**src/rtl/whack_hit_if.sv**
```systemverilog
// Hit-event channel between the input encoder (master) and the game FSM (slave).
interface whack_hit_if;
  // A transfer happens on a Clk edge where hit_valid && hit_ready. While hit_valid is high
  // and hit_ready is low, hit_idx holds its value. hit_ready while hit_valid is low does nothing.
  logic       hit_valid;
  logic       hit_ready;
  logic [3:0] hit_idx;

  modport master (output hit_valid, output hit_idx, input hit_ready);
  modport slave  (input hit_valid, input hit_idx, output hit_ready);
endinterface

```
**src/rtl/whack_input_encoder.sv**
```systemverilog
// Synchronise/debounce 9 hit switches and 4 buttons, encode switch rises into indexed hits.
// Optional macro WHACK_HIT_FIFO_EN replaces the single-entry hit register with a FIFO_DEPTH FIFO.
module whack_input_encoder #(
  parameter int DEBOUNCE_CYCLES = 1000000,
  parameter int CNT_W           = 20,
  parameter int FIFO_DEPTH      = 4
) (
  input  logic        Clk,
  input  logic        Reset_n,
  input  logic [8:0]  Sw,
  input  logic        BtnC,
  input  logic        BtnU,
  input  logic        BtnL,
  input  logic        BtnR,
  whack_hit_if.master hit,
  output logic [3:0]  btn_pulse,
  output logic        multi_sw,
  output logic [7:0]  drop_cnt,
  output logic [1:0]  fsm_state
);

  localparam int NIN = 13;
  localparam logic [CNT_W-1:0] CNT_MAX = CNT_W'(DEBOUNCE_CYCLES - 1);

  if (DEBOUNCE_CYCLES < 2) begin : g_bad_debounce
    $error("DEBOUNCE_CYCLES must be at least 2");
  end
  if (FIFO_DEPTH < 2 || (FIFO_DEPTH & (FIFO_DEPTH - 1)) != 0) begin : g_bad_depth
    $error("FIFO_DEPTH must be a power of two, at least 2");
  end

  // Bits [8:0] are the switches, [12:9] the buttons in {C,U,L,R} order.
  logic [NIN-1:0]            raw;
  logic [NIN-1:0]            sync1_q, sync2_q;
  logic [NIN-1:0]            stable_q, stable_d, stable_prev_q;
  logic [NIN-1:0][CNT_W-1:0] cnt_q, cnt_d;
  logic [NIN-1:0]            rise;

  assign raw = {BtnC, BtnU, BtnL, BtnR, Sw};

  always_ff @(posedge Clk or negedge Reset_n) begin
    if (!Reset_n) begin
      sync1_q <= '0;
      sync2_q <= '0;
    end else begin
      sync1_q <= raw;
      sync2_q <= sync1_q;
    end
  end

  always_comb begin
    stable_d = stable_q;
    cnt_d    = cnt_q;
    for (int i = 0; i < NIN; i++) begin
      if (sync2_q[i] == stable_q[i]) begin
        cnt_d[i] = '0;
      end else if (cnt_q[i] == CNT_MAX) begin
        stable_d[i] = sync2_q[i];
        cnt_d[i]    = '0;
      end else begin
        cnt_d[i] = cnt_q[i] + CNT_W'(1);
      end
    end
  end

  always_ff @(posedge Clk or negedge Reset_n) begin
    if (!Reset_n) begin
      stable_q      <= '0;
      stable_prev_q <= '0;
      cnt_q         <= '0;
    end else begin
      stable_q      <= stable_d;
      stable_prev_q <= stable_q;
      cnt_q         <= cnt_d;
    end
  end

  assign rise = stable_q & ~stable_prev_q;

  logic [3:0] win_idx, n_rise, n_high, n_drop;
  logic       any_rise, lost;
  logic [8:0] drop_sum;

  always_comb begin
    win_idx = '0;
    n_rise  = '0;
    n_high  = '0;
    for (int i = 8; i >= 0; i--) begin
      if (rise[i]) win_idx = 4'(i);
      n_rise = n_rise + 4'(rise[i]);
      n_high = n_high + 4'(stable_q[i]);
    end
  end

  assign any_rise = |rise[8:0];
  // Losers of a same-cycle collision plus the winner itself when it has nowhere to go.
  assign n_drop   = (any_rise ? n_rise - 4'd1 : 4'd0) + {3'd0, lost};
  assign drop_sum = {1'b0, drop_cnt} + 9'(n_drop);

  always_ff @(posedge Clk or negedge Reset_n) begin
    if (!Reset_n) begin
      drop_cnt  <= '0;
      btn_pulse <= '0;
      multi_sw  <= 1'b0;
    end else begin
      drop_cnt  <= drop_sum[8] ? 8'hFF : drop_sum[7:0];
      btn_pulse <= rise[12:9];
      multi_sw  <= (n_high > 4'd1);
    end
  end

`ifdef WHACK_HIT_FIFO_EN
  localparam int AW = $clog2(FIFO_DEPTH);

  logic [3:0]  mem_q [FIFO_DEPTH];
  logic [AW:0] wr_q, rd_q, count;
  logic        empty, full, push, pop;

  assign count = wr_q - rd_q;
  assign empty = (wr_q == rd_q);
  assign full  = (count == (AW+1)'(FIFO_DEPTH));
  assign pop   = !empty && hit.hit_ready;
  // A full FIFO still accepts a push in the same cycle as a pop.
  assign push  = any_rise && (!full || pop);
  assign lost  = any_rise && full && !pop;

  always_ff @(posedge Clk or negedge Reset_n) begin
    if (!Reset_n) begin
      wr_q <= '0;
      rd_q <= '0;
    end else begin
      if (push) wr_q <= wr_q + (AW+1)'(1);
      if (pop)  rd_q <= rd_q + (AW+1)'(1);
    end
  end

  always_ff @(posedge Clk) begin
    if (push) mem_q[wr_q[AW-1:0]] <= win_idx;
  end

  assign hit.hit_valid = !empty;
  assign hit.hit_idx   = empty ? 4'd0 : mem_q[rd_q[AW-1:0]];
  assign fsm_state     = {full, !empty};
`else
  typedef enum logic [1:0] {ST_EMPTY = 2'd0, ST_FULL = 2'd1} state_e;

  state_e     state_q;
  logic [3:0] idx_q;

  assign lost = any_rise && (state_q == ST_FULL) && !hit.hit_ready;

  always_ff @(posedge Clk or negedge Reset_n) begin
    if (!Reset_n) begin
      state_q <= ST_EMPTY;
      idx_q   <= '0;
    end else begin
      case (state_q)
        ST_EMPTY: begin
          if (any_rise) begin
            state_q <= ST_FULL;
            idx_q   <= win_idx;
          end
        end
        ST_FULL: begin
          if (hit.hit_ready) begin
            if (any_rise) idx_q <= win_idx;
            else          state_q <= ST_EMPTY;
          end
        end
        default: state_q <= ST_EMPTY;
      endcase
    end
  end

  assign hit.hit_valid = (state_q == ST_FULL);
  assign hit.hit_idx   = idx_q;
  assign fsm_state     = state_q;
`endif

endmodule

```
**src/flat_wrapper.sv**
```systemverilog
// flat-port wrapper written by rule: the top's interface ports become plain ports
module whack_input_encoder_flat 
#(
  parameter int DEBOUNCE_CYCLES = 1000000,
  parameter int CNT_W           = 20,
  parameter int FIFO_DEPTH      = 4
)
  (Clk, Reset_n, Sw, BtnC, BtnU, BtnL, BtnR, btn_pulse, multi_sw, drop_cnt, fsm_state, hit_hit_valid, hit_hit_idx, hit_hit_ready);
  whack_hit_if hit_i ();
  input  logic Clk;
  input  logic Reset_n;
  input  logic [8:0] Sw;
  input  logic BtnC;
  input  logic BtnU;
  input  logic BtnL;
  input  logic BtnR;
  output logic [3:0] btn_pulse;
  output logic multi_sw;
  output logic [7:0] drop_cnt;
  output logic [1:0] fsm_state;
  output wire logic [$bits(hit_i.hit_valid)-1:0] hit_hit_valid;
  output wire logic [$bits(hit_i.hit_idx)-1:0] hit_hit_idx;
  input wire logic [$bits(hit_i.hit_ready)-1:0] hit_hit_ready;
  assign hit_hit_valid = hit_i.hit_valid;
  assign hit_hit_idx = hit_i.hit_idx;
  assign hit_i.hit_ready = hit_hit_ready;
  whack_input_encoder #(.DEBOUNCE_CYCLES(DEBOUNCE_CYCLES), .CNT_W(CNT_W), .FIFO_DEPTH(FIFO_DEPTH)) u_core (.Clk(Clk), .Reset_n(Reset_n), .Sw(Sw), .BtnC(BtnC), .BtnU(BtnU), .BtnL(BtnL), .BtnR(BtnR), .hit(hit_i), .btn_pulse(btn_pulse), .multi_sw(multi_sw), .drop_cnt(drop_cnt), .fsm_state(fsm_state));
endmodule
```
**config.mk**
```make
export PLATFORM = sky130hd
export DESIGN_NAME = whack_input_encoder_flat
export DESIGN_NICKNAME = d
export VERILOG_FILES = /design/src/rtl/whack_hit_if.sv /design/src/rtl/whack_input_encoder.sv /design/src/flat_wrapper.sv
export SDC_FILE = /design/constraint.sdc
export NUM_CORES = 1
export LEC_CHECK = 0
export ABC_AREA = 1
export CAP_MARGIN = 30
export CORE_ASPECT_RATIO = 0.5
export CORE_MARGIN = 3
export CORE_UTILIZATION = 63
export CTS_CLUSTER_SIZE = 8
export DETAILED_ROUTE_END_ITERATION = 16
export GPL_TIMING_DRIVEN = 0
export PLACE_DENSITY = 0.88
export SETUP_SLACK_MARGIN = 0.02
export SKIP_LAST_GASP = 1
export SYNTH_ARGS = -nofsm -noshare
export SYNTH_HDL_FRONTEND = slang
export SYNTH_SLANG_ARGS = --single-unit
```
**constraint.sdc**
```tcl
create_clock -name Clk -period 6.69 [get_ports Clk]
set_clock_uncertainty 0.1 [all_clocks]
set_input_delay 1.6725 -clock Clk [delete_from_list [all_inputs] [get_ports Clk]]
set_output_delay 1.6725 -clock Clk [all_outputs]
set_load 0.01 [all_outputs]
```
==> results of run 1 <==
==> cells in the final DEF (no fill, tap or decap), types with 16 or more instances in the layout <==
master	instances
nand4_1	29
nor2_1	454
nor3_2	21
nand2_2	30
nand3_2	16
nand2_1	410
nor3_1	64
xnor2_1	47
clkdlybuf4s50_1	33
nand3_1	118
clkbuf_16	47
ha_1	34
nor2_2	42
o21ai_0	24
nor2_4	20
nand3b_1	16
xor2_1	80
inv_1	235
a21oi_1	73
dfrtp_1	330
==> critical path: cells and delay by family (launching register included) <==
| family | cells | cell delay [ps] |
|---|---|---|
| adders and majority gates | 8 | 3360 |
| buffers and inverters | 4 | 290 |
| DFF | 1 | 410 |
| and+or+nand+nor | 8 | 1180 |
==> stage by stage <==
step,utilization,power (mW),instances
after floorplan,-,2.15,2119
after global placement,0.679,2.21,2505
after detailed placement,0.681,2.22,2507
after CTS,0.726,4.25,2556
after global routing,0.726,4.36,2556
final,0.726,4.21,2556
==> power groups by stage <==
| stage | Sequential (mW) | Clock [mW] | Combinational, mW |
|---|---|---|---|
| after floorplan | 2.07 | 0 | 0.0705 |
| after global placement | 2.08 | 0 | 0.133 |
| after detailed placement | 2.08 | 0 | 0.142 |
| after CTS | 2.05 | 2.06 | 0.145 |
| after global routing | 2.05 | 2.15 | 0.163 |
| final | 2.05 | 2.02 | 0.141 |
==> flip-flops by register name, summed over array words and instances (netlist names) <==
name	cells
u_core.btn_pulse	4
u_core.cnt_q	260
u_core.drop_cnt	8
u_core.fsm_state	1
u_core.hit.hit_idx	4
u_core.multi_sw	1
u_core.stable_prev_q	13
u_core.stable_q	13
u_core.sync1_q	13
u_core.sync2_q	13
==> logic make-up (layout without fill, tap and decap cells) <==
kind of cell,count (synthesis),count (layout),share of synthesized area
fa+ha+maj,44,44,0.0359
flops,330,330,0.474
simple gates,1254,1254,0.335
xor+xnor,128,128,0.0648
other cells,1,1,0.000215
compound gates,106,106,0.0316
buf+inv,256,341,0.0578
==> per-layer routing <==
| layer | wire length [um] | vias to the layer above | GRT usage |
|---|---|---|---|
| li1 | - | 6818 | - |
| met1 | 15300 | 6536 | 0.310 |
| met2 | 17700 | 341 | 0.437 |
| met3 | 1430 | 75 | 0.0419 |
| met4 | 709 | 0 | 0.0801 |
| met5 | 0 | - | 0 |
==> final cells by class <==
cell class / count / area share
multi-input cells: 1533 / 0.419
well taps: 352 / 0.0226
inverters: 248 / 0.0479
repair buffers: 36 / 0.0206
flip-flops and latches: 330 / 0.425
clock inverters: 2 / 0.000901
plain buffers: 8 / 0.00392
clock buffers: 47 / 0.0605
==> final timing paths <==
| kind | end | slack, ps | cells past startpoint |
|---|---|---|---|
| min reg2reg | u_core.sync2_q[7]$_DFF_PN0_ | 250 | 0 |
| min | u_core.sync2_q[7]$_DFF_PN0_ | 250 | 0 |
| max | u_core.drop_cnt[5]$_DFF_PN0_ | 1260 | 20 |
| max in group asynchronous | u_core.cnt_q[173]$_DFF_PN0_ | 3930 | 3 |
| min in group asynchronous | u_core.cnt_q[136]$_DFF_PN0_ | 1040 | 1 |
| max reg2reg | u_core.drop_cnt[5]$_DFF_PN0_ | 1260 | 20 |
==> out/summary.txt, run 1 <==
Slew @ Worst Pin = 776 ps
Critical path cell sequence = inv_1, or2_1, inv_1, ha_1, ha_1, fa_1, fa_1, fa_1, fa_1, or2_1, inv_1, ha_1, inv_1, fa_1, nand3b_1, nand2_1, nand3_1, nor2_1, nand2_1, nand3_1
Port bufs = 34
Mean number of vias per cell = 5.39
CTS tree = done
VDD IR max = 0.157 mV
Largest area contributor in the netlist = dfrtp_1
Internal power = 3.30 mW
Rows = 42
Fillers = 1,821
Core Box Area = 26,800 um2
DRC violations left = 0
Design area = 19,400 um2
Pwr dens = 216 nW/um2
Largest stage delay, worst path = 540 ps
Register area = 8260 um2
Crit-path slowest cell = fa_1
Yosys warns = 0
Seq/Total Area, Yosys = 0.474
Clock power share = 0.479
First-pass GRT wire length = 60,800 um
Critical Path Sink Type = flop
Vias in the first global route = 13,700
Pleak = 8.41 nW
Final period util = 0.811
Worst setup margin = 1260 ps
Clock root cell = clkbuf_16
Unrepaired setup endpoints after global routing = false
Cell variety after synth = 40
NetSw = 0.911 mW
Clock transition at path regs = 50 ps
Post-synthesis area per instance = 8.22 um2
Comb pwr share = 0.034
Dpl ws = 1390 ps
FF-to-FF Start = u_core.stable_q[8]$_DFFE_PN0P_
Net Sw Frac = 0.217
Endpoints failing setup = 0
Final hold vios = 0
TritonCTS sink count = 330
Commonest cells post-synth = nor2_1 (454), nand2_1 (410), dfrtp_1 (330), inv_1 (235), nand3_1 (118)
Synth Flop Type = dfrtp_1
Nets = 2,264
Post-route ant nets = 0
# hold bufs at CTS = 0
Worst-Skew Late Latency = 540 ps
Global route total overflow = 0
Seq cells post-synth = 330
Asr flop ratio synth = 1.00
Worst Hold Launch = u_core.sync1_q[7]$_DFF_PN0_
MaxCap Viol Count = 0
Ratio of cells with drive above 1 in the final layout = 0.101
Drt wl/cell = 13.7 um
Required time of the critical path = 7050 ps
Syn-to-layout area delta = 11.7%
Max-slew violations = 0
Initial antenna violation count = 0
Cts bufs inserted = 47
Largest buffer count on any clock path = 3
Initial Utilization = 0.650
Status = finished, final reports clean
GRT Total Usage = 0.246
EDFF count, synth = 0
H-tree depth = 2
Die W = 241 um
Via count = 13,800
Post-cts sizing count = 0
Area of the multi-input gates = 8150 um2
Most used cell, CP = fa_1
Minimum clock period after layout = 5430 ps
Most frequent cell after synthesis = nor2_1
WS Path Type = reg2reg
Post-synth top area share = 0.474
Syn nets = 2,179
Slew HR = 0.483
CP Max Fanout = 7
Placed wire-length estimate = 23,500 um
Min Hold Slack = 245 ps
Die Y-Extent = 124 um
DP Area = 18,300 um2
Pin count of the biggest net entering global routing = 127
Setup TNS = 0 ps
Synth Instances = 2,119
Part of the power in registers = 0.487
Mapped cell area = 17,400 um2
Synth top area cells = dfrtp_1 (47%), nor2_1 (9.8%), nand2_1 (8.8%)
Critical path origin = u_core.stable_q[8]$_DFFE_PN0P_
Hold crit path type = reg2reg
Ant. Diodes = 0
CP Launch Type = flop
Drt first-iter violations = 940
Global placement routability congestion = 0.897
WL final = 35,100 um
I/O Pins = 36
Post-CTS Setup Inserts = 0
Drt pass-1 iters = 7
Crit path arrival time = 5790 ps
Die ar. = 29,800 um2
Max Clk Rate = 184 MHz
Note: power is estimated with default switching activity, not from simulation.
==> run 2: changes to the inputs <==
CORE_UTILIZATION = 57   (was 63)
PLACE_DENSITY = 0.84   (was 0.88)
clock period = 4.7 ns   (was 6.69 ns; I/O delays follow)
==> out/summary.txt, run 2 (synthesized netlist as in run 1, its figures left out) <==
Status = finished, violations left
Failing checks = negative setup slack
Largest buffer count on any clock path = 3 (unchanged)
Die Y-Extent = 130 um (+4.9%)
Met3 Usage GRT = 0.0381 (-0.00379)
I/O Pins = 36 (unchanged)
Area of the multi-input gates = 8290 um2 (+1.7%)
Ant. Diodes = 0 (unchanged)
Clock transition at path regs = 50 ps (about the same)
WL final = 35,600 um (+1.5%)
Pleak = 8.53 nW (+1.5%)
DRC violations left = 0 (unchanged)
Most frequent cells in the layout = nor2_1 (452), nand2_1 (408), dfrtp_1 (329), inv_1 (231), nand3_1 (113)
# hold bufs at CTS = 0 (unchanged)
Worst setup margin = -18.9 ps (-1280 ps)
Net Sw Frac = 0.219 (+0.00234)
CTS tree = done
Pin count of the biggest net entering global routing = 124 (-2.4%)
Min Hold Slack = 243 ps (-2.29 ps)
Fillers = 2,202 (+21%)
Pwr Total = 6.06 mW (+44%)
Dpl ws = -321 ps (-1710 ps)
TritonCTS sink count = 330 (unchanged)
MaxCap Viol Count = 0 (unchanged)
Largest stage delay, worst path = 520 ps (-20 ps)
Part of the power in registers = 0.481 (-0.006)
Max-slew violations = 0 (unchanged)
CP Launch Type = flop
Die W = 253 um (+5.0%)
Critical path cell sequence = inv_2, or2_4, inv_4, ha_4, ha_4, fa_1, fa_1, fa_2, fa_1, or2_1, inv_2, ha_4, xnor2_2, ha_1, a21oi_2, nand2_1, a21oi_2, or2_2, nand3_2
Comb pwr share = 0.034 (about the same)
Post-route ant nets = 0 (unchanged)
Pwr dens = 306 nW/um2 (+42%)
First-pass GRT wire length = 61,600 um (+1.3%)
Crit path arrival time = 5040 ps (-750 ps)
Drt pass-1 iters = 6 (-1)
Clock power share = 0.485 (+0.006)
WS Path Type = reg2reg
GRT met1 Usage = 0.282 (-0.0285)
Slew @ Worst Pin = 675 ps (-101 ps)
Global route total overflow = 0 (unchanged)
Worst-Skew Late Latency = 550 ps (about the same)
Required time of the critical path = 5020 ps (-2030 ps)
Core Box Area = 29,500 um2 (+10%)
Busiest grt layer = met2
Drt first-iter violations = 971 (+3.3%)
Syn-to-layout area delta = 13.6%
Max Clk Rate = 212 MHz (+15%)
Critical Path Sink Type = flop
Crit-path slowest cell = fa_1
Most common cell after layout, fill and taps aside = nor2_1
Global placement routability congestion = 0.884 (-1.4%)
Largest Register = u_core.cnt_q
Register area = 8260 um2 (about the same)
Endpoints failing setup = 2 (+2)
Unrepaired setup endpoints after global routing = true
Final hold vios = 0 (unchanged)
Design area = 19,800 um2 (+1.7%)
DP Area = 18,400 um2 (+0.54%)
Final period util = 1.00 (+0.193)
Mean number of vias per cell = 5.36 (-0.47%)
Vias in the first global route = 13,800 (+1.2%)
Initial antenna violation count = 0 (unchanged)
Internal power = 4.73 mW (+44%)
Drt wl/cell = 13.7 um (-0.49%)
VDD IR max = 0.234 mV (+49%)
Rows = 44 (+4.8%)
Placed wire-length estimate = 23,800 um (+1.4%)
CP Max Fanout = 5 (-2)
H-tree depth = 2 (unchanged)
Die ar. = 32,800 um2 (+10%)
GRT Total Usage = 0.223 (-0.0228)
Cts bufs inserted = 47 (unchanged)
Clock root cell = clkbuf_16
Met2 usage = 0.396 (-0.0404)
Hold crit path type = reg2reg
Port bufs = 34 (unchanged)
Nets = 2,275 (+0.49%)
NetSw = 1.33 mW (+46%)
Via count = 14,000 (+1.6%)
Slew HR = 0.547 (+0.0643)
Initial Utilization = 0.590 (-0.0596)
Minimum clock period after layout = 4720 ps (-708 ps)
Ratio of cells with drive above 1 in the final layout = 0.118 (+0.0170)
Max reg flops = 260 (unchanged)
Setup TNS = -22.5 ps (-22.5 ps)
==> run 2: changes by cell type in the layout (fill, tap and decap cells not counted), moves of 4 or more <==
cell	delta
buf_4	+10
ha_1	-5
ha_4	+5
nand3_1	-5
inv_1	-4
nand3_2	+4
==> run 2: power groups by stage <==
stage,logic [mW],registers (mW),clock network [mW]
after floorplan,0.100,2.95,0
after global placement,0.191,2.96,0
after detailed placement,0.206,2.96,0
after CTS,0.209,2.91,2.99
after global routing,0.235,2.92,3.12
final,0.203,2.92,2.94
==> run 2: per-stage QoR <==
stage                      util  instances
final                     0.671       2608
after global routing      0.671       2608
after CTS                 0.668       2604
after detailed placement  0.622       2547
after global placement    0.619       2544
after floorplan               -       2119
==> run 2: final timing paths <==
kind | from | to | slack [ps] | depth (start not counted)
max | u_core.stable_q[8]$_DFFE_PN0P_ | u_core.drop_cnt[5]$_DFF_PN0_ | -20 | 19
min | u_core.sync1_q[4]$_DFF_PN0_ | u_core.sync2_q[4]$_DFF_PN0_ | 240 | 0
max reg2reg | u_core.stable_q[8]$_DFFE_PN0P_ | u_core.drop_cnt[5]$_DFF_PN0_ | -20 | 19
min reg2reg | u_core.sync1_q[4]$_DFF_PN0_ | u_core.sync2_q[4]$_DFF_PN0_ | 240 | 0
max in group asynchronous | Reset_n | u_core.stable_q[7]$_DFFE_PN0P_ | 2720 | 3
min in group asynchronous | Reset_n | u_core.cnt_q[233]$_DFF_PN0_ | 450 | 1
==> run 2: final cells by class <==
type | count | area share
Buffer | 8 | 0.00386
Clock buffer | 48 | 0.0607
Clock inverter | 3 | 0.00171
Inverter | 248 | 0.0472
Multi-Input combinational cell | 1533 | 0.419
Sequential cell | 330 | 0.417
Tap cell | 391 | 0.0247
Timing Repair Buffer | 47 | 0.0254
==> run 2: timing repair <==
item,in CTS,in global routing
pin swaps,16,5
setup buffers,6,4
endpoints found under the hold margin,0,0
endpoints found under the setup margin,8,8
gates resized for setup,18,9
==> run 2: metal layers <==
layer	vias to the layer above	share of wire
li1	6833	-
met1	6729	0.44
met2	337	0.50
met3	85	0.043
met4	0	0.020
met5	-	0
==> run 2: worst max-delay path: cells and delay by family (launching register included) <==
family	cells	cell delay [ps]
compound gates	2	350
xor+xnor	1	130
fa+ha+maj	8	2690
buf+inv	3	180
flops	1	360
simple gates	5	780
==> run 3: changes to the inputs <==
CAP_MARGIN = 10   (was 30)
==> results of run 3 <==
No change in the layout: final DEF, timing and power equal those of run 2.
